<file path="config.mk">
export PLATFORM = sky130hd
export DESIGN_NAME = blink_round_ctrl
export DESIGN_NICKNAME = d
export VERILOG_FILES = /design/src/rtl/blink_round_ctrl.sv
export SDC_FILE = /design/constraint.sdc
export NUM_CORES = 1
export LEC_CHECK = 0
export ABC_AREA = 1
export CORE_ASPECT_RATIO = 1.25
export CORE_UTILIZATION = 59
export DETAILED_ROUTE_END_ITERATION = 10
export GPL_TIMING_DRIVEN = 0
export HOLD_SLACK_MARGIN = 0.02
export PLACE_DENSITY = 0.87
export SYNTH_ARGS = -nofsm -noshare
export SYNTH_HDL_FRONTEND = slang
export SYNTH_SLANG_ARGS = --single-unit
</file>
<file path="constraint.sdc">
create_clock -name clk -period 4.9 [get_ports clk]
set_clock_uncertainty 0.2 [all_clocks]
set_input_delay 0.98 -clock clk [delete_from_list [all_inputs] [get_ports clk]]
set_output_delay 0.98 -clock clk [all_outputs]
set_load 0.05 [all_outputs]
</file>
<file path="src/rtl/blink_round_ctrl.sv">
// -----------------------------------------------------------------------------
// blink_round_ctrl
//
// Round sequencer for the Blink reaction game. Each round is an LED-off gap
// followed by a reaction window with the LED lit. A fresh button press inside
// the window scores a point; a press during the gap (false start) or letting
// the window run out ends play with the lose flag set. The game FSM feeds
// end_cond back to stop play on a win or loss.
//
// Configuration macro: BLINK_SPEEDUP_EN
//   defined   - window length shrinks by SHRINK ticks per point scored, never
//               below MIN_WINDOW ticks.
//   undefined - window length is always ON_TICKS ticks.
//
// Ports:
//   clk        in   system clock
//   reset      in   asynchronous active-low reset
//   start      in   debounced start/restart level (rising edge = go)
//   btn        in   debounced player button level (rising edge = press)
//   end_cond   in   game over from the game FSM
//   led        out  target LED, high during the reaction window
//   x          out  4-bit score
//   lose       out  miss / false-start flag
//   hit_pulse  out  one-cycle strobe per scored hit
//   dbg_state  out  current round state (IDLE=0 GAP=1 WINDOW=2 HIT=3 MISS=4)
//
// All outputs are registered from the next-state logic, so they line up with
// the state register: led is high exactly in the cycles the FSM is in WINDOW.
// -----------------------------------------------------------------------------
module blink_round_ctrl #(
    parameter int TICK_DIV   = 4,
    parameter int GAP_TICKS  = 4,
    parameter int ON_TICKS   = 8,
    parameter int MIN_WINDOW = 3,
    parameter int SHRINK     = 1
) (
    input  logic       clk,
    input  logic       reset,
    input  logic       start,
    input  logic       btn,
    input  logic       end_cond,
    output logic       led,
    output logic [3:0] x,
    output logic       lose,
    output logic       hit_pulse,
    output logic [2:0] dbg_state
);

    typedef enum logic [2:0] {
        S_IDLE   = 3'd0,
        S_GAP    = 3'd1,
        S_WINDOW = 3'd2,
        S_HIT    = 3'd3,
        S_MISS   = 3'd4
    } state_e;

    localparam int            PRE_W     = (TICK_DIV > 2) ? $clog2(TICK_DIV) : 1;
    localparam logic [PRE_W-1:0] PRE_LAST = PRE_W'(TICK_DIV - 1);
    localparam logic [7:0]    GAP_T     = 8'(GAP_TICKS);
    localparam logic [7:0]    ON_T      = 8'(ON_TICKS);

    state_e            state_q, state_d;
    logic              btn_q, start_q;
    logic [PRE_W-1:0]  pre_q, pre_d;
    logic [7:0]        cnt_q, cnt_d;
    logic [3:0]        x_q, x_d;
    logic              lose_q, lose_d;
    logic              led_q, hit_q;

    logic              press, go, tick, last_tick, entering;
    logic [7:0]        win_len;

    assign press     = btn & ~btn_q;
    assign go        = start & ~start_q;
    assign tick      = (pre_q == PRE_LAST);
    // The tick that would take the counter to zero ends the phase.
    assign last_tick = tick && (cnt_q <= 8'd1);

`ifdef BLINK_SPEEDUP_EN
    localparam logic [7:0] SHRINK_T = 8'(SHRINK);
    localparam logic [7:0] MIN_T    = 8'(MIN_WINDOW);

    logic [7:0] shrink_amt;
    logic [7:0] win_raw;

    assign shrink_amt = SHRINK_T * {4'd0, x_q};
    assign win_raw    = ON_T - shrink_amt;
    // Clamp before the subtraction can wrap, then apply the floor.
    assign win_len    = ((shrink_amt >= ON_T) || (win_raw < MIN_T)) ? MIN_T : win_raw;
`else
    logic unused_cfg;

    assign win_len    = ON_T;
    assign unused_cfg = ^{8'(SHRINK), 8'(MIN_WINDOW)};
`endif

    always_ff @(posedge clk or negedge reset) begin
        if (!reset) begin
            state_q   <= S_IDLE;
            btn_q     <= 1'b0;
            start_q   <= 1'b0;
            pre_q     <= '0;
            cnt_q     <= '0;
            x_q       <= '0;
            lose_q    <= 1'b0;
            led_q     <= 1'b0;
            hit_q     <= 1'b0;
        end else begin
            state_q   <= state_d;
            btn_q     <= btn;
            start_q   <= start;
            pre_q     <= pre_d;
            cnt_q     <= cnt_d;
            x_q       <= x_d;
            lose_q    <= lose_d;
            led_q     <= (state_d == S_WINDOW);
            hit_q     <= (state_d == S_HIT);
        end
    end

    always_comb begin
        state_d = state_q;
        x_d     = x_q;
        lose_d  = lose_q;
        pre_d   = pre_q;
        cnt_d   = cnt_q;

        case (state_q)
            S_IDLE: begin
                if (go) begin
                    state_d = S_GAP;
                    x_d     = 4'd0;
                    lose_d  = 1'b0;
                end
            end
            S_GAP: begin
                if (end_cond) begin
                    state_d = S_IDLE;
                end else if (press) begin
                    state_d = S_MISS;
                    lose_d  = 1'b1;
                end else if (last_tick) begin
                    state_d = S_WINDOW;
                end
            end
            S_WINDOW: begin
                // A press on the expiring tick still counts as a hit.
                if (end_cond) begin
                    state_d = S_IDLE;
                end else if (press) begin
                    state_d = S_HIT;
                    x_d     = (x_q == 4'hF) ? x_q : x_q + 4'd1;
                end else if (last_tick) begin
                    state_d = S_MISS;
                    lose_d  = 1'b1;
                end
            end
            S_HIT: begin
                state_d = end_cond ? S_IDLE : S_GAP;
            end
            S_MISS: begin
                if (go) begin
                    state_d = S_GAP;
                    x_d     = 4'd0;
                    lose_d  = 1'b0;
                end
            end
            default: begin
                state_d = S_IDLE;
            end
        endcase

        // Restart the prescaler on every phase entry so a phase of N ticks
        // lasts exactly N*TICK_DIV cycles.
        entering = ((state_d == S_GAP) || (state_d == S_WINDOW)) && (state_d != state_q);
        if (entering) begin
            pre_d = '0;
            cnt_d = (state_d == S_GAP) ? GAP_T : win_len;
        end else if ((state_q == S_GAP) || (state_q == S_WINDOW)) begin
            pre_d = tick ? '0 : pre_q + PRE_W'(1);
            if (tick && (cnt_q != 8'd0)) begin
                cnt_d = cnt_q - 8'd1;
            end
        end
    end

    assign led       = led_q;
    assign x         = x_q;
    assign lose      = lose_q;
    assign hit_pulse = hit_q;
    assign dbg_state = state_q;

endmodule
</file>
Word level (Yosys, flattened, before mapping)
Cells that the tools add are included.
Widths: inputs -> output; s select.
{"block": "totals", "register_bits": 22, "input_bits": 5, "output_inout_bits": 10, "word_cells": 78}
{"block": "op_classes", "addsub": 3, "n_lt_le_gt_ge": 1, "n_eq_ne": 18, "mux": 28, "bitwise": 4, "n_reduce_logical": 15}
{"op": "$mux 8", "count": 3}
{"op": "$mux 3", "count": 7}
{"op": "$mux 4", "count": 5}
{"op": "$ne 2x2->1 const B", "count": 7}
{"op": "$eq 3x2->1 const B", "count": 4}
{"op": "$pmux 3 s4", "count": 1}
{"op": "$le 8x1->1 const B", "count": 1}
{"op": "$pmux 4 s2", "count": 1}
{"op": "$reduce_bool 8->1", "count": 1}
{"op": "$sub 8x1->8 const B", "count": 1}
{"op": "$mux 1", "count": 7}
{"op": "$reduce_and 7->1", "count": 1}
{"op": "$eq 3x1->1 const B", "count": 2}
{"op": "$mux 2", "count": 3}
{"op": "$reduce_bool 2->1", "count": 3}
{"op": "$reduce_and 5->1", "count": 1}
{"op": "$add 4x1->4 const B", "count": 1}
{"op": "$eq 4x4->1 const B", "count": 1}
{"op": "$eq 3x3->1 const B", "count": 1}
{"op": "$logic_and 1x1->1", "count": 3}
{"op": "$logic_not 3->1", "count": 1}
{"op": "$ne 3x3->1", "count": 1}
{"op": "$pmux 1 s3", "count": 1}
{"op": "$reduce_bool 3->1", "count": 1}
{"op": "other kinds (8)", "count": 11}

Logic depth before layout (Yosys ltp)
{"block": "logic_depth", "ltp_word": 11, "ltp_mapped": 15, "ltp_nobuf": 15}

Least setup slack after synthesis
OpenSTA, ideal clock, no wires.
{"block": "synth_path", "path_kind": "input-to-reg", "start": "in btn", "end": "reg cnt_q[2]", "setup_time_ns": 0.113, "t_arrival_ns": 2.002, "required_time_ns": 4.587, "setup_slack_ns": 2.586, "cell_stages": 13, "cell_sequence": "nand2_1 nand2_1 nor2_4 nand3_2 nand2_2 nand2_1 nand2_1 nand2_1 nand2_2 buf_6 nand3_1 nand2_1 inv_1"}
{"block": "synth_between", "elab_chain_cells": 9, "word_cells_on_any_way": 16}
{"item": "from (decl)", "line_no": "40", "source": "input logic btn,"}
{"item": "$and 1x1->1 (*)", "line_no": "73", "source": "assign press = btn & ~btn_q;"}
{"item": "$mux 3 (on tied branches)", "line_no": "150, 139"}
{"item": "$mux 3 (on tied branches)", "line_no": "148, 137"}
{"item": "$pmux 3 s4 (*)", "line_no": "128", "source": "case (state_q)"}
{"item": "net state_d[0]", "line_no": "62", "source": "state_e state_q, state_d;"}
{"item": "$eq 3x1->1 or $eq 3x2->1 (tied branches)", "line_no": "175, 178"}
{"item": "$logic_or 1x1->1", "line_no": "175", "source": "entering = ((state_d == S_GAP) || (state_d == S_WINDOW)) && (state_d != state_q);"}
{"item": "$logic_and 1x1->1", "line_no": "175"}
{"item": "$reduce_bool 2->1 (no line)"}
{"item": "$reduce_and 2->1 (no line)"}
{"item": "to (signal assigned)", "line_no": "113", "source": "cnt_q <= cnt_d;"}
{"item": "to (decl)", "line_no": "65", "source": "logic [7:0] cnt_q, cnt_d;"}
Mark *: on every way through the listed nets, which the timed path passes. The rest lies on a longest branch.
A chain may end at the register's enable or synchronous reset.

Worst setup path after layout
{"block": "layout_path", "start": "reg state_q[0], in the netlist dbg_state[0]", "end": "out dbg_state[0]"}
{"item": "from (decl)", "line_no": "62"}
{"item": "from (signal assigned)", "line_no": "109", "source": "state_q <= state_d;"}
{"item": "to (decl)", "line_no": "46", "source": "output logic [2:0] dbg_state"}
No word-level cell between the ends.

==> flow_summary.ini <==
[finish]
design_area_um2 = 1520
drive_gt1_frac = 0.124
fin_cells = 206
area_delta_synth_final_pct = 16.7
final_nets = 196
antennaDiodeCount = 0
n_fill_cell = 153

[yosys]
syn_area_um2 = 1310
synth_area_leader_cell = dfrtp_1
syn-instance-count = 168
synth_commonest_cells = nand2_1 (40), dfrtp_1 (22), inv_1 (20)
synthArstFlopShare = 1.00
synth-edff-count = 0
synth_top_area_share = 0.422
yosys_most_used_dff = dfrtp_1
synthDistinctLibCells = 27
synth.area.top_cells = dfrtp_1 (42%), nand2_1 (12%), inv_1 (5.8%)
synth_nets = 177
syn_area_per_cell_um2 = 7.77
yosys_warnings = 0
yosysSeqAreaShare = 0.422
yosysMostFrequentCell = nand2_1
ys_ff_latch = 22

[placement]
placed_area_um2 = 1470
dp_cells = 202
dp_slack_ns = 1.92
dp_hpwl_mm = 1.98
port_buffers = 14
gp_congestion = 0.871

[die]
dieArea_um2 = 2410
start_util = 0.644
chipWidth_um = 44.1
io_pins = 15
core_area_um2 = 2030
fp.dieH_um = 54.6
rows = 18

[critical_path]
arrival_ns = 1.76
cp-start-kind = flip-flop
path_delay_family = buffers and inverters
worst-path-buf-inv = 1
cp.required_ns = 3.72
crit_type = reg -> out
cp_slowest_cell = clkdlybuf4s50_1
cp_max_fo = 8
slowest_delay_ns = 0.87
path_cells = clkdlybuf4s50_1
critPathCaptureType = output pin

[clock_network]
cts_root_buf = clkbuf_4
htree_levels = 1
cts_buffers = 3
cts-resized-gates = 0
cts.reportedPaths.clkPinSlew_ns = 0.13
postCtsSetupBuffers = 0
cts_tree = built
insertion_delay_ns = 0.32
cts.path.max_buffers = 2
cts.sink_count = 22
cts_hold_buf = 0

[outcome]
status = finished, final reports clean

[timing]
setup_tns_ns = 0
relSlewSlack = 0.342
fmax_ghz = 0.340
finalHoldViolCount = 0
finalCritPeriodShare = 0.600
hold-worst-slack_ns = 0.325
fin_crit_ns = 2.94
rsz0062_at_grt = false
setup_violations = 0
tightest_slew_ns = 0.984
worst_slack_ns = 1.96
slew_violations = 0

[power_and_ir_drop]
p_sw_uw = 287
p_int_uw = 433
p_leak_uw = 0.000763
ir_worst_vdd_v = 0.000296
pwr-share-seq = 0.376
swShare = 0.398
comb_power_share = 0.430
power_density_nw_per_um2 = 473
clockPowerShare = 0.194

[global_route]
antenna_found_initial = 0
grt_pass1_vias = 1120
overflow = 0
track_usage = 0.248
grt_max_degree = 23
grt_pass1_wl_mm = 4.42

[drt]
antenna_left = 0
num_vias = 1151
post_drt_via_cell_ratio = 5.59
first_pass_iters = 4
drc = 0
drt_wl_total_mm = 2.66
dr.first_iter.drc_count = 32
wl_per_cell_um = 12.9

[job]
drv_cap = 0

[hold_path]
min-delay-path-class = reg -> reg
-- cells in the final DEF (no fill, tap or decap) --
cell type	n
nand2_1	40
dfrtp_1	22
inv_1	20
nor2_1	17
clkdlybuf4s50_1	14
nand3_1	10
o21ai_0	7
inv_2	6
xor2_1	5
o21ai_1	5
nand3b_1	4
ha_1	4
nor2_2	3
nand3_2	3
a21oi_1	3
clkbuf_4	3
a31oi_1	2
nand4_1	2
nor3_2	2
nand2_2	2
nor3_1	2
xnor2_1	2
o211ai_1	1
nor2_4	1
buf_6	1
o21a_1	1
o41ai_1	1
o31ai_1	1
or2_2	1
bufinv_16	1
-- per-stage QoR --
| stage | total power, uW | utilization |
|---|---|---|
| floorplan | 506 | - |
| global placement | 565 | 0.725 |
| detailed placement | 580 | 0.725 |
| CTS | 719 | 0.751 |
| global route | 768 | 0.751 |
| finish | 720 | 0.751 |
-- cell families (layout without fill, tap and decap cells) --
family                   count (synthesis)  count (layout)  share of synthesized area
AND/OR/NAND/NOR                         87              87                      0.318
buffers and inverters                   27              45                     0.0834
flip-flops                              22              22                      0.422
AO/OA/AOI/OAI                           21              21                     0.0911
XOR/XNOR                                 7               7                     0.0470
adder cells (fa/ha/maj)                  4               4                     0.0384
-- tightest hold or removal path: stages, from the launching register on --
cell	delay [ns]
dfrtp_1	0.38
nand2_1	0.06
o21ai_0	0.06
-- layout make-up --
type | instances | area, um2 | share of cell area
multi-input cells | 119 | 646 | 0.424
flip-flops and latches | 22 | 551 | 0.362
repair buffers | 14 | 140 | 0.0920
inverters | 26 | 97.6 | 0.0641
clock inverters | 1 | 30.0 | 0.0197
well taps | 20 | 25.0 | 0.0164
clock buffers | 3 | 22.5 | 0.0148
plain buffers | 1 | 11.3 | 0.00740
-- state kept, by name (all words and copies together), names as in the netlist --
register   count
btn_q          1
cnt_q          8
dbg_state      3
hit_pulse      1
led            1
lose           1
pre_q          2
start_q        1
x              4
-- metal layers --
layer	global-route usage	wire length, um
met1	0.284	1160
met2	0.461	1370
met3	0.0198	83
met4	0.121	49
met5	0	0
-- power by group through the flow --
stage	Combinational (uW)	Clock, uW	Sequential (uW)
detailed placement	306	0	274
floorplan	214	0	292
global placement	294	0	270
finish	309	140	271
global route	345	148	276
CTS	308	141	270
-- worst paths after layout --
path                                        start                    to  slack (ns)  depth (start not counted)
max                        dbg_state[0]$_DFF_PN0_          dbg_state[0]        1.96                          1
min                              lose$_DFFE_PN0P_      lose$_DFFE_PN0P_        0.33                          2
max reg2reg                  cnt_q[0]$_DFFE_PN0P_  cnt_q[6]$_DFFE_PN0P_        2.67                         14
min reg2reg                      lose$_DFFE_PN0P_      lose$_DFFE_PN0P_        0.33                          2
max in group asynchronous                   reset      x[1]$_DFFE_PN0P_        2.91                          1
min in group asynchronous                   reset  cnt_q[2]$_DFFE_PN0P_        0.99                          1
No activity file was read; power rests on OpenSTA's default activity.
